<file path="src/rtl/frame_bank_arbiter_if.sv">
// Frame bank arbiter bus: writer stream, reader slice port, frame RAM port and status.
// master = surrounding system (writer, reader, RAM model); slave = frame_bank_arbiter.
interface frame_bank_arbiter_if #(
    parameter int RAM_ADDR_WIDTH = 32,
    parameter int RAM_DATA_WIDTH = 16,
    parameter int OFS_WIDTH      = 12
);
    // writer side
    logic                      wr_req;
    logic [OFS_WIDTH-1:0]      wr_ofs;
    logic [RAM_DATA_WIDTH-1:0] wr_data;
    logic                      wr_frame_done;
    // reader side
    logic                      rd_req;
    logic [OFS_WIDTH-1:0]      rd_ofs;
    logic                      rd_gnt;
    logic                      rd_valid;
    logic [RAM_DATA_WIDTH-1:0] rd_data;
    logic                      rd_frame_next;
    // frame RAM port
    logic [RAM_ADDR_WIDTH-1:0] ram_addr;
    logic [RAM_DATA_WIDTH-1:0] ram_wdata;
    logic                      ram_we;
    logic [RAM_DATA_WIDTH-1:0] ram_rdata;
    // status
    logic                      stream_ready;
    logic                      ofs_err;

    modport master (
        output wr_req, wr_ofs, wr_data, wr_frame_done,
        output rd_req, rd_ofs, rd_frame_next, ram_rdata,
        input  rd_gnt, rd_valid, rd_data,
        input  ram_addr, ram_wdata, ram_we,
        input  stream_ready, ofs_err
    );

    modport slave (
        input  wr_req, wr_ofs, wr_data, wr_frame_done,
        input  rd_req, rd_ofs, rd_frame_next, ram_rdata,
        output rd_gnt, rd_valid, rd_data,
        output ram_addr, ram_wdata, ram_we,
        output stream_ready, ofs_err
    );
endinterface

</file>
<file path="src/rtl/frame_bank_arbiter.sv">
// Triple-buffer bank scheduler and single-port frame RAM arbiter.
// The writer fills bank W, completed frames are published to bank R, and the
// reader swaps the newest frame into bank D at its frame boundaries.
// The writer always wins the RAM port so the pixel stream never stalls.
// Optional macro FB_STATS_EN adds saturating drop_cnt / repeat_cnt outputs.
module frame_bank_arbiter #(
    parameter int RAM_ADDR_WIDTH = 32,
    parameter int RAM_DATA_WIDTH = 16,
    parameter int FRAME_WORDS    = 3840,
    parameter int OFS_WIDTH      = 12
) (
    input  logic                 clk,
    input  logic                 rst,
    frame_bank_arbiter_if.slave  bus
`ifdef FB_STATS_EN
    ,
    output logic [15:0]          drop_cnt,
    output logic [15:0]          repeat_cnt
`endif
);

    typedef logic [1:0] bank_t;

    // One extra bit so FRAME_WORDS == 2**OFS_WIDTH still fits.
    localparam logic [OFS_WIDTH:0] FRAME_LIMIT = (OFS_WIDTH + 1)'(FRAME_WORDS);

    bank_t                     w_bank;
    bank_t                     r_bank;
    bank_t                     d_bank;
    logic                      rdy_valid;
    logic                      stream_ready_q;
    logic                      ofs_err_q;
    logic                      rd_valid_q;

    logic                      wr_bad;
    logic                      rd_bad;
    logic                      err_hit;
    logic                      gnt;
    logic                      we;
    logic [RAM_ADDR_WIDTH-1:0] addr;

    // Absolute RAM address of an offset inside a bank; no wrap is applied.
    function automatic logic [RAM_ADDR_WIDTH-1:0] bank_addr(bank_t b, logic [OFS_WIDTH-1:0] ofs);
        return RAM_ADDR_WIDTH'(b) * RAM_ADDR_WIDTH'(FRAME_WORDS) + RAM_ADDR_WIDTH'(ofs);
    endfunction

    assign wr_bad = {1'b0, bus.wr_ofs} >= FRAME_LIMIT;
    assign rd_bad = {1'b0, bus.rd_ofs} >= FRAME_LIMIT;

    // Port decode: writer first, then reader; out-of-range offsets leave the port idle.
    always_comb begin
        // NOTE: every output gets a default first so no path can infer a latch.
        addr    = '0;
        we      = 1'b0;
        gnt     = 1'b0;
        err_hit = 1'b0;
        if (!rst) begin
            if (bus.wr_req) begin
                if (wr_bad) begin
                    err_hit = 1'b1;
                end else begin
                    addr = bank_addr(w_bank, bus.wr_ofs);
                    we   = 1'b1;
                end
            end else if (bus.rd_req) begin
                if (rd_bad) begin
                    err_hit = 1'b1;
                end else begin
                    addr = bank_addr(d_bank, bus.rd_ofs);
                    gnt  = 1'b1;
                end
            end
        end
    end

    // Bank rotation on frame events; swaps are visible from the following cycle.
    always_ff @(posedge clk) begin
        // NOTE: state uses non-blocking assignments so every swap reads pre-edge values.
        if (rst) begin
            w_bank         <= 2'd0;
            r_bank         <= 2'd1;
            d_bank         <= 2'd2;
            rdy_valid      <= 1'b0;
            stream_ready_q <= 1'b0;
        end else begin
            unique case ({bus.wr_frame_done, bus.rd_frame_next})
                2'b10: begin
                    w_bank         <= r_bank;
                    r_bank         <= w_bank;
                    rdy_valid      <= 1'b1;
                    stream_ready_q <= 1'b1;
                end
                2'b01: begin
                    if (rdy_valid) begin
                        d_bank    <= r_bank;
                        r_bank    <= d_bank;
                        rdy_valid <= 1'b0;
                    end
                end
                2'b11: begin
                    // Finished frame goes straight to display; R keeps its pending state.
                    d_bank         <= w_bank;
                    w_bank         <= d_bank;
                    stream_ready_q <= 1'b1;
                end
                default: ;
            endcase
        end
    end

    // Sticky offset error and one-cycle read-data valid.
    always_ff @(posedge clk) begin
        if (rst) begin
            ofs_err_q  <= 1'b0;
            rd_valid_q <= 1'b0;
        end else begin
            if (err_hit) ofs_err_q <= 1'b1;
            rd_valid_q <= gnt;
        end
    end

`ifdef FB_STATS_EN
    // Saturating counters for overwritten (dropped) and repeated frames.
    always_ff @(posedge clk) begin
        if (rst) begin
            drop_cnt   <= '0;
            repeat_cnt <= '0;
        end else begin
            if (bus.wr_frame_done && !bus.rd_frame_next && rdy_valid && drop_cnt != 16'hFFFF)
                drop_cnt <= drop_cnt + 16'd1;
            if (bus.rd_frame_next && !bus.wr_frame_done && !rdy_valid && repeat_cnt != 16'hFFFF)
                repeat_cnt <= repeat_cnt + 16'd1;
        end
    end
`endif

    assign bus.ram_addr     = addr;
    assign bus.ram_we       = we;
    assign bus.ram_wdata    = bus.wr_data;
    assign bus.rd_gnt       = gnt;
    assign bus.rd_valid     = rd_valid_q;
    assign bus.rd_data      = RAM_DATA_WIDTH'(bus.ram_rdata);
    assign bus.stream_ready = stream_ready_q;
    assign bus.ofs_err      = ofs_err_q;

endmodule

</file>
<file path="src/flat_wrapper.sv">
// flat-port wrapper written by rule: the top's interface ports become plain ports
module frame_bank_arbiter_flat 
#(
    parameter int RAM_ADDR_WIDTH = 32,
    parameter int RAM_DATA_WIDTH = 16,
    parameter int FRAME_WORDS    = 3840,
    parameter int OFS_WIDTH      = 12
)
  (clk, rst, bus_wr_req, bus_wr_ofs, bus_wr_data, bus_wr_frame_done, bus_rd_req, bus_rd_ofs, bus_rd_frame_next, bus_ram_rdata, bus_rd_gnt, bus_rd_valid, bus_rd_data, bus_ram_addr, bus_ram_wdata, bus_ram_we, bus_stream_ready, bus_ofs_err);
  frame_bank_arbiter_if #(.RAM_ADDR_WIDTH(RAM_ADDR_WIDTH), .RAM_DATA_WIDTH(RAM_DATA_WIDTH), .OFS_WIDTH(OFS_WIDTH)) bus_i ();
  input  logic clk;
  input  logic rst;
  input wire logic [$bits(bus_i.wr_req)-1:0] bus_wr_req;
  input wire logic [$bits(bus_i.wr_ofs)-1:0] bus_wr_ofs;
  input wire logic [$bits(bus_i.wr_data)-1:0] bus_wr_data;
  input wire logic [$bits(bus_i.wr_frame_done)-1:0] bus_wr_frame_done;
  input wire logic [$bits(bus_i.rd_req)-1:0] bus_rd_req;
  input wire logic [$bits(bus_i.rd_ofs)-1:0] bus_rd_ofs;
  input wire logic [$bits(bus_i.rd_frame_next)-1:0] bus_rd_frame_next;
  input wire logic [$bits(bus_i.ram_rdata)-1:0] bus_ram_rdata;
  output wire logic [$bits(bus_i.rd_gnt)-1:0] bus_rd_gnt;
  output wire logic [$bits(bus_i.rd_valid)-1:0] bus_rd_valid;
  output wire logic [$bits(bus_i.rd_data)-1:0] bus_rd_data;
  output wire logic [$bits(bus_i.ram_addr)-1:0] bus_ram_addr;
  output wire logic [$bits(bus_i.ram_wdata)-1:0] bus_ram_wdata;
  output wire logic [$bits(bus_i.ram_we)-1:0] bus_ram_we;
  output wire logic [$bits(bus_i.stream_ready)-1:0] bus_stream_ready;
  output wire logic [$bits(bus_i.ofs_err)-1:0] bus_ofs_err;
  assign bus_i.wr_req = bus_wr_req;
  assign bus_i.wr_ofs = bus_wr_ofs;
  assign bus_i.wr_data = bus_wr_data;
  assign bus_i.wr_frame_done = bus_wr_frame_done;
  assign bus_i.rd_req = bus_rd_req;
  assign bus_i.rd_ofs = bus_rd_ofs;
  assign bus_i.rd_frame_next = bus_rd_frame_next;
  assign bus_i.ram_rdata = bus_ram_rdata;
  assign bus_rd_gnt = bus_i.rd_gnt;
  assign bus_rd_valid = bus_i.rd_valid;
  assign bus_rd_data = bus_i.rd_data;
  assign bus_ram_addr = bus_i.ram_addr;
  assign bus_ram_wdata = bus_i.ram_wdata;
  assign bus_ram_we = bus_i.ram_we;
  assign bus_stream_ready = bus_i.stream_ready;
  assign bus_ofs_err = bus_i.ofs_err;
  frame_bank_arbiter #(.RAM_ADDR_WIDTH(RAM_ADDR_WIDTH), .RAM_DATA_WIDTH(RAM_DATA_WIDTH), .FRAME_WORDS(FRAME_WORDS), .OFS_WIDTH(OFS_WIDTH)) u_core (.clk(clk), .rst(rst), .bus(bus_i));
endmodule
</file>
<file path="config.mk">
export PLATFORM = sky130hd
export DESIGN_NAME = frame_bank_arbiter_flat
export DESIGN_NICKNAME = d
export VERILOG_FILES = /design/src/rtl/frame_bank_arbiter_if.sv /design/src/rtl/frame_bank_arbiter.sv /design/src/flat_wrapper.sv
export SDC_FILE = /design/constraint.sdc
export NUM_CORES = 1
export LEC_CHECK = 0
export ABC_CLOCK_PERIOD_IN_PS = 2500
export CORE_ASPECT_RATIO = 1.5
export CORE_UTILIZATION = 32
export CTS_CLUSTER_DIAMETER = 200
export DETAILED_ROUTE_END_ITERATION = 6
export PLACE_DENSITY = 0.82
export SLEW_MARGIN = 30
export SYNTH_ARGS = -nofsm -noshare
export SYNTH_HDL_FRONTEND = slang
export SYNTH_SLANG_ARGS = --single-unit
</file>
<file path="constraint.sdc">
create_clock -name clk -period 2.5 [get_ports clk]
set_input_delay 0.5 -clock clk [delete_from_list [all_inputs] [get_ports clk]]
set_output_delay 0.5 -clock clk [all_outputs]
set_load 0.02 [all_outputs]
</file>
==> metrics.txt, run 1 <==
# TYPE chip_impl_metric gauge
chip_impl_metric{name="detail_route.drc_violations",unit=""} 15
chip_impl_info{name="final_common_cell",value="buf_4"} 1
chip_impl_metric{name="pwr_density_cell",unit="nW/µm²"} 386
chip_impl_metric{name="pin_count_of_the_biggest_net_entering_global_routing",unit=""} 11
chip_impl_metric{name="numCtsBuffers",unit=""} 3
chip_impl_metric{name="yosys.cell_types.count",unit=""} 31
chip_impl_metric{name="maxCapViolCount",unit=""} 0
chip_impl_metric{name="met2_layer_usage_reported_by_global_route",unit=""} 0.312
chip_impl_metric{name="post_route_skew",unit="ns"} 0.00258
chip_impl_metric{name="timing.fmax",unit="MHz"} 394
chip_impl_metric{name="clock_insertion_delay_worst_skew",unit="ns"} 0.24
chip_impl_metric{name="mappedNetlistArea",unit="µm²"} 1500
chip_impl_info{name="tritoncts",value="yes"} 1
chip_impl_metric{name="whs",unit="ns"} 0.483
chip_impl_info{name="top_usage_layer",value="met2"} 1
chip_impl_metric{name="die_h",unit="µm"} 86.0
chip_impl_metric{name="synth_sequential_area_ratio",unit=""} 0.133
chip_impl_info{name="final_cell_mix",value="32 x buf_4, 23 x clkdlybuf4s50_1, 17 x conb_1"} 1
chip_impl_metric{name="cp_data_required_time",unit="ns"} 2.00
chip_impl_info{name="result_of_the_run",value="finished, violations left"} 1
chip_impl_metric{name="fin_nets",unit=""} 311
chip_impl_metric{name="route.detailed.wl_per_inst",unit="µm"} 14.8
chip_impl_metric{name="synth_largest_type_area_fraction",unit=""} 0.255
chip_impl_info{name="synth_area_leader_cell",value="buf_4"} 1
chip_impl_metric{name="antenna_found_initial",unit=""} 0
chip_impl_info{name="rsz0062_at_grt",value="true"} 1
chip_impl_metric{name="numPortBuffers",unit=""} 49
chip_impl_metric{name="syn_avg_cell_area",unit="µm²"} 8.26
chip_impl_metric{name="floorplan.die.width",unit="µm"} 58.0
chip_impl_metric{name="use_met3",unit=""} 0.0287
chip_impl_metric{name="cts.sink_count",unit=""} 10
chip_impl_metric{name="grt_util_met1",unit=""} 0.142
chip_impl_metric{name="globalplace.congestion",unit=""} 0.792
chip_impl_info{name="setup.worst_path.class",value="reg -> out"} 1
chip_impl_metric{name="clk_transition_reported_paths",unit="ns"} 0.05
chip_impl_metric{name="filler_cells_inserted",unit=""} 410
chip_impl_metric{name="cts-root-to-sink-buffers",unit=""} 2
chip_impl_metric{name="post_synth_arst_share",unit=""} 0
chip_impl_metric{name="dp_slack",unit="ns"} -0.838
chip_impl_metric{name="finalCritPeriodShare",unit=""} 1.02
chip_impl_metric{name="yosys_register_bits",unit=""} 10
chip_impl_metric{name="setup_viol_count_final",unit=""} 1
chip_impl_metric{name="path_max_fanout",unit=""} 2
chip_impl_metric{name="detail_route.wirelength",unit="µm"} 4090
chip_impl_metric{name="ys_warn_count",unit=""} 0
chip_impl_metric{name="final_period_minus_worst_setup_slack",unit="ns"} 2.54
chip_impl_metric{name="route.detailed.vias_per_inst",unit=""} 4.92
chip_impl_info{name="failed_checks",value="design-rule violations, negative setup slack"} 1
chip_impl_metric{name="arrival",unit="ns"} 2.04
chip_impl_metric{name="n_antenna_cell",unit=""} 0
chip_impl_info{name="cp-start-kind",value="flip-flop"} 1
chip_impl_metric{name="dp_hpwl",unit="µm"} 3040
chip_impl_metric{name="global_route.overflow_total",unit=""} 0
chip_impl_metric{name="drtIter0Drc",unit=""} 46
chip_impl_metric{name="drt-pass1-iter-count",unit=""} 6
chip_impl_info{name="cp-end-kind",value="output pin"} 1
chip_impl_metric{name="floorplan.io_pins",unit=""} 131
chip_impl_metric{name="first_global_vias",unit=""} 1383
chip_impl_metric{name="holdBufCountCts",unit=""} 0
chip_impl_metric{name="edff_count_synth",unit=""} 0
chip_impl_metric{name="floorplan.initialDensity",unit=""} 0.334
chip_impl_info{name="synthTopCellsByArea",value="buf_4 25%, ha_1 14%, dfxtp_1 13%"} 1
chip_impl_metric{name="final_antenna_net_count",unit=""} 0
chip_impl_metric{name="ir_worst_vdd",unit="V"} 0.000138
chip_impl_metric{name="die_area",unit="µm²"} 4980
chip_impl_metric{name="total_leakage_power",unit="nW"} 0.983
chip_impl_info{name="synthFlopType",value="dfxtp_1"} 1
chip_impl_metric{name="num_vias",unit=""} 1359
chip_impl_metric{name="syn-instance-count",unit=""} 182
chip_impl_info{name="clock_tree.root_cell",value="clkbuf_8"} 1
chip_impl_metric{name="drive_gt1_frac",unit=""} 0.399
chip_impl_metric{name="all_layer_gr_usage",unit=""} 0.165
chip_impl_metric{name="htreeDepth",unit=""} 1
chip_impl_metric{name="synthToLayoutAreaGrowth",unit="%"} 46.6
chip_impl_metric{name="core_region_area",unit="µm²"} 4500
chip_impl_metric{name="final_max_slew_viol_count",unit=""} 0
chip_impl_metric{name="timing.final.hold_violations",unit=""} 0
chip_impl_metric{name="post-route-worst-setup-slack",unit="ns"} -0.0382
chip_impl_metric{name="num_rows",unit=""} 30
chip_impl_info{name="holdCritPathClass",value="reg -> reg"} 1
chip_impl_metric{name="grt_first_pass_wirelength",unit="µm"} 6180
[stage by stage]
stage	area (µm²)	util	power (mW)	std cells	setup TNS, ns
final	2200	0.489	0.851	276	-0.0382
after global routing	2200	0.489	0.906	276	-0.179
after CTS	2160	0.480	0.832	274	0
after detailed placement	1920	0.426	0.598	267	-8.41
after global placement	1920	0.426	0.588	267	-8.19
after floorplan	1560	-	0.505	198	0
[critical path: stages (launching register included)]
cell and delay (ns):
dfxtp_2 0.33, inv_2 0.05, ha_4 0.27, inv_2 0.04, fa_2 0.34, nor2b_2 0.12, o21ai_1 0.08, nand2b_1 0.12
xor2_1 0.09, a22o_4 0.25, buf_6 0.13
[registers in the layout (all words and copies together) (netlist names)]
name                     flops
u_core.bus.ofs_err           1
u_core.bus.rd_valid          1
u_core.bus.stream_ready      1
u_core.rdy_valid             1
u_core.r_bank                2
u_core.d_bank                2
u_core.w_bank                2
[what timing repair did]
item / in CTS / in global routing
setup endpoints to repair: 17 / 6
pin swaps: 23 / 8
gates cloned: 1 / 0
resized for setup: 118 / 6
buffers inserted: 4 / 2
[cell usage after synthesis, drive strengths merged, types with 3 or more instances]
cell	number
mux2i	4
dfxtp	10
xor2	5
buf	53
a21oi	7
nor2b	3
o21ai	4
xnor2	3
nor2	10
ha	17
inv	19
nand2	3
a211oi	8
a22o	14
nand3	5
[final timing paths]
path / slack, ns / start / depth (start not counted) / endpoint
worst max-delay path: -0.04 / u_core.d_bank[0] / 10 / bus_ram_addr[12]
worst min register to register: 0.48 / u_core.bus.ofs_err / 2 / u_core.bus.ofs_err
worst max register to register: 1.36 / u_core.rdy_valid / 4 / u_core.d_bank[1]
worst min-delay path: 0.48 / u_core.bus.ofs_err / 2 / u_core.bus.ofs_err
[cell type report]
class	count	area, µm²	area share
inverters	19	71.3	0.0323
repair buffers	81	767	0.348
clock buffers	3	41.3	0.0187
well taps	48	60.1	0.0272
multi-input cells	115	1060	0.481
flip-flops and latches	10	205	0.0931
[report_power, final]
group	leakage, nW	switching (mW)	total, mW	internal, mW
logic	0.878	0.243	0.506	0.263
clock network	0.0216	0.0600	0.165	0.105
registers	0.0832	0.00732	0.181	0.173
[cells by family after synthesis]
logic type	count (synthesis)	synth area share
XOR/XNOR	8	0.0466
multiplexers	4	0.0266
AND/OR/NAND/NOR	31	0.131
other	1	0.00249
flip-flops	10	0.133
adder cells (fa/ha/maj)	19	0.168
AO/OA/AOI/OAI	36	0.177
buffers and inverters	73	0.315
[routing by layer]
layer | vias up | share of wire
li1 | 647 | -
met1 | 606 | 0.32
met2 | 76 | 0.55
met3 | 30 | 0.071
met4 | 0 | 0.057
met5 | - | 0
Note: power is estimated with default switching activity, not from simulation.
==> run 2, diff against run 1 <==
--- a/config.mk
+++ b/config.mk
@@ -6,10 +6,12 @@
 export NUM_CORES = 1
 export LEC_CHECK = 0
 export ABC_CLOCK_PERIOD_IN_PS = 2500
+export CAP_MARGIN = 20
 export CORE_ASPECT_RATIO = 1.5
 export CORE_UTILIZATION = 32
 export CTS_CLUSTER_DIAMETER = 200
 export DETAILED_ROUTE_END_ITERATION = 6
+export HOLD_SLACK_MARGIN = 0.1
 export PLACE_DENSITY = 0.82
 export SLEW_MARGIN = 30
 export SYNTH_ARGS = -nofsm -noshare
==> results of run 2 <==
The final DEF is identical to that of run 1; final timing and power are the same.
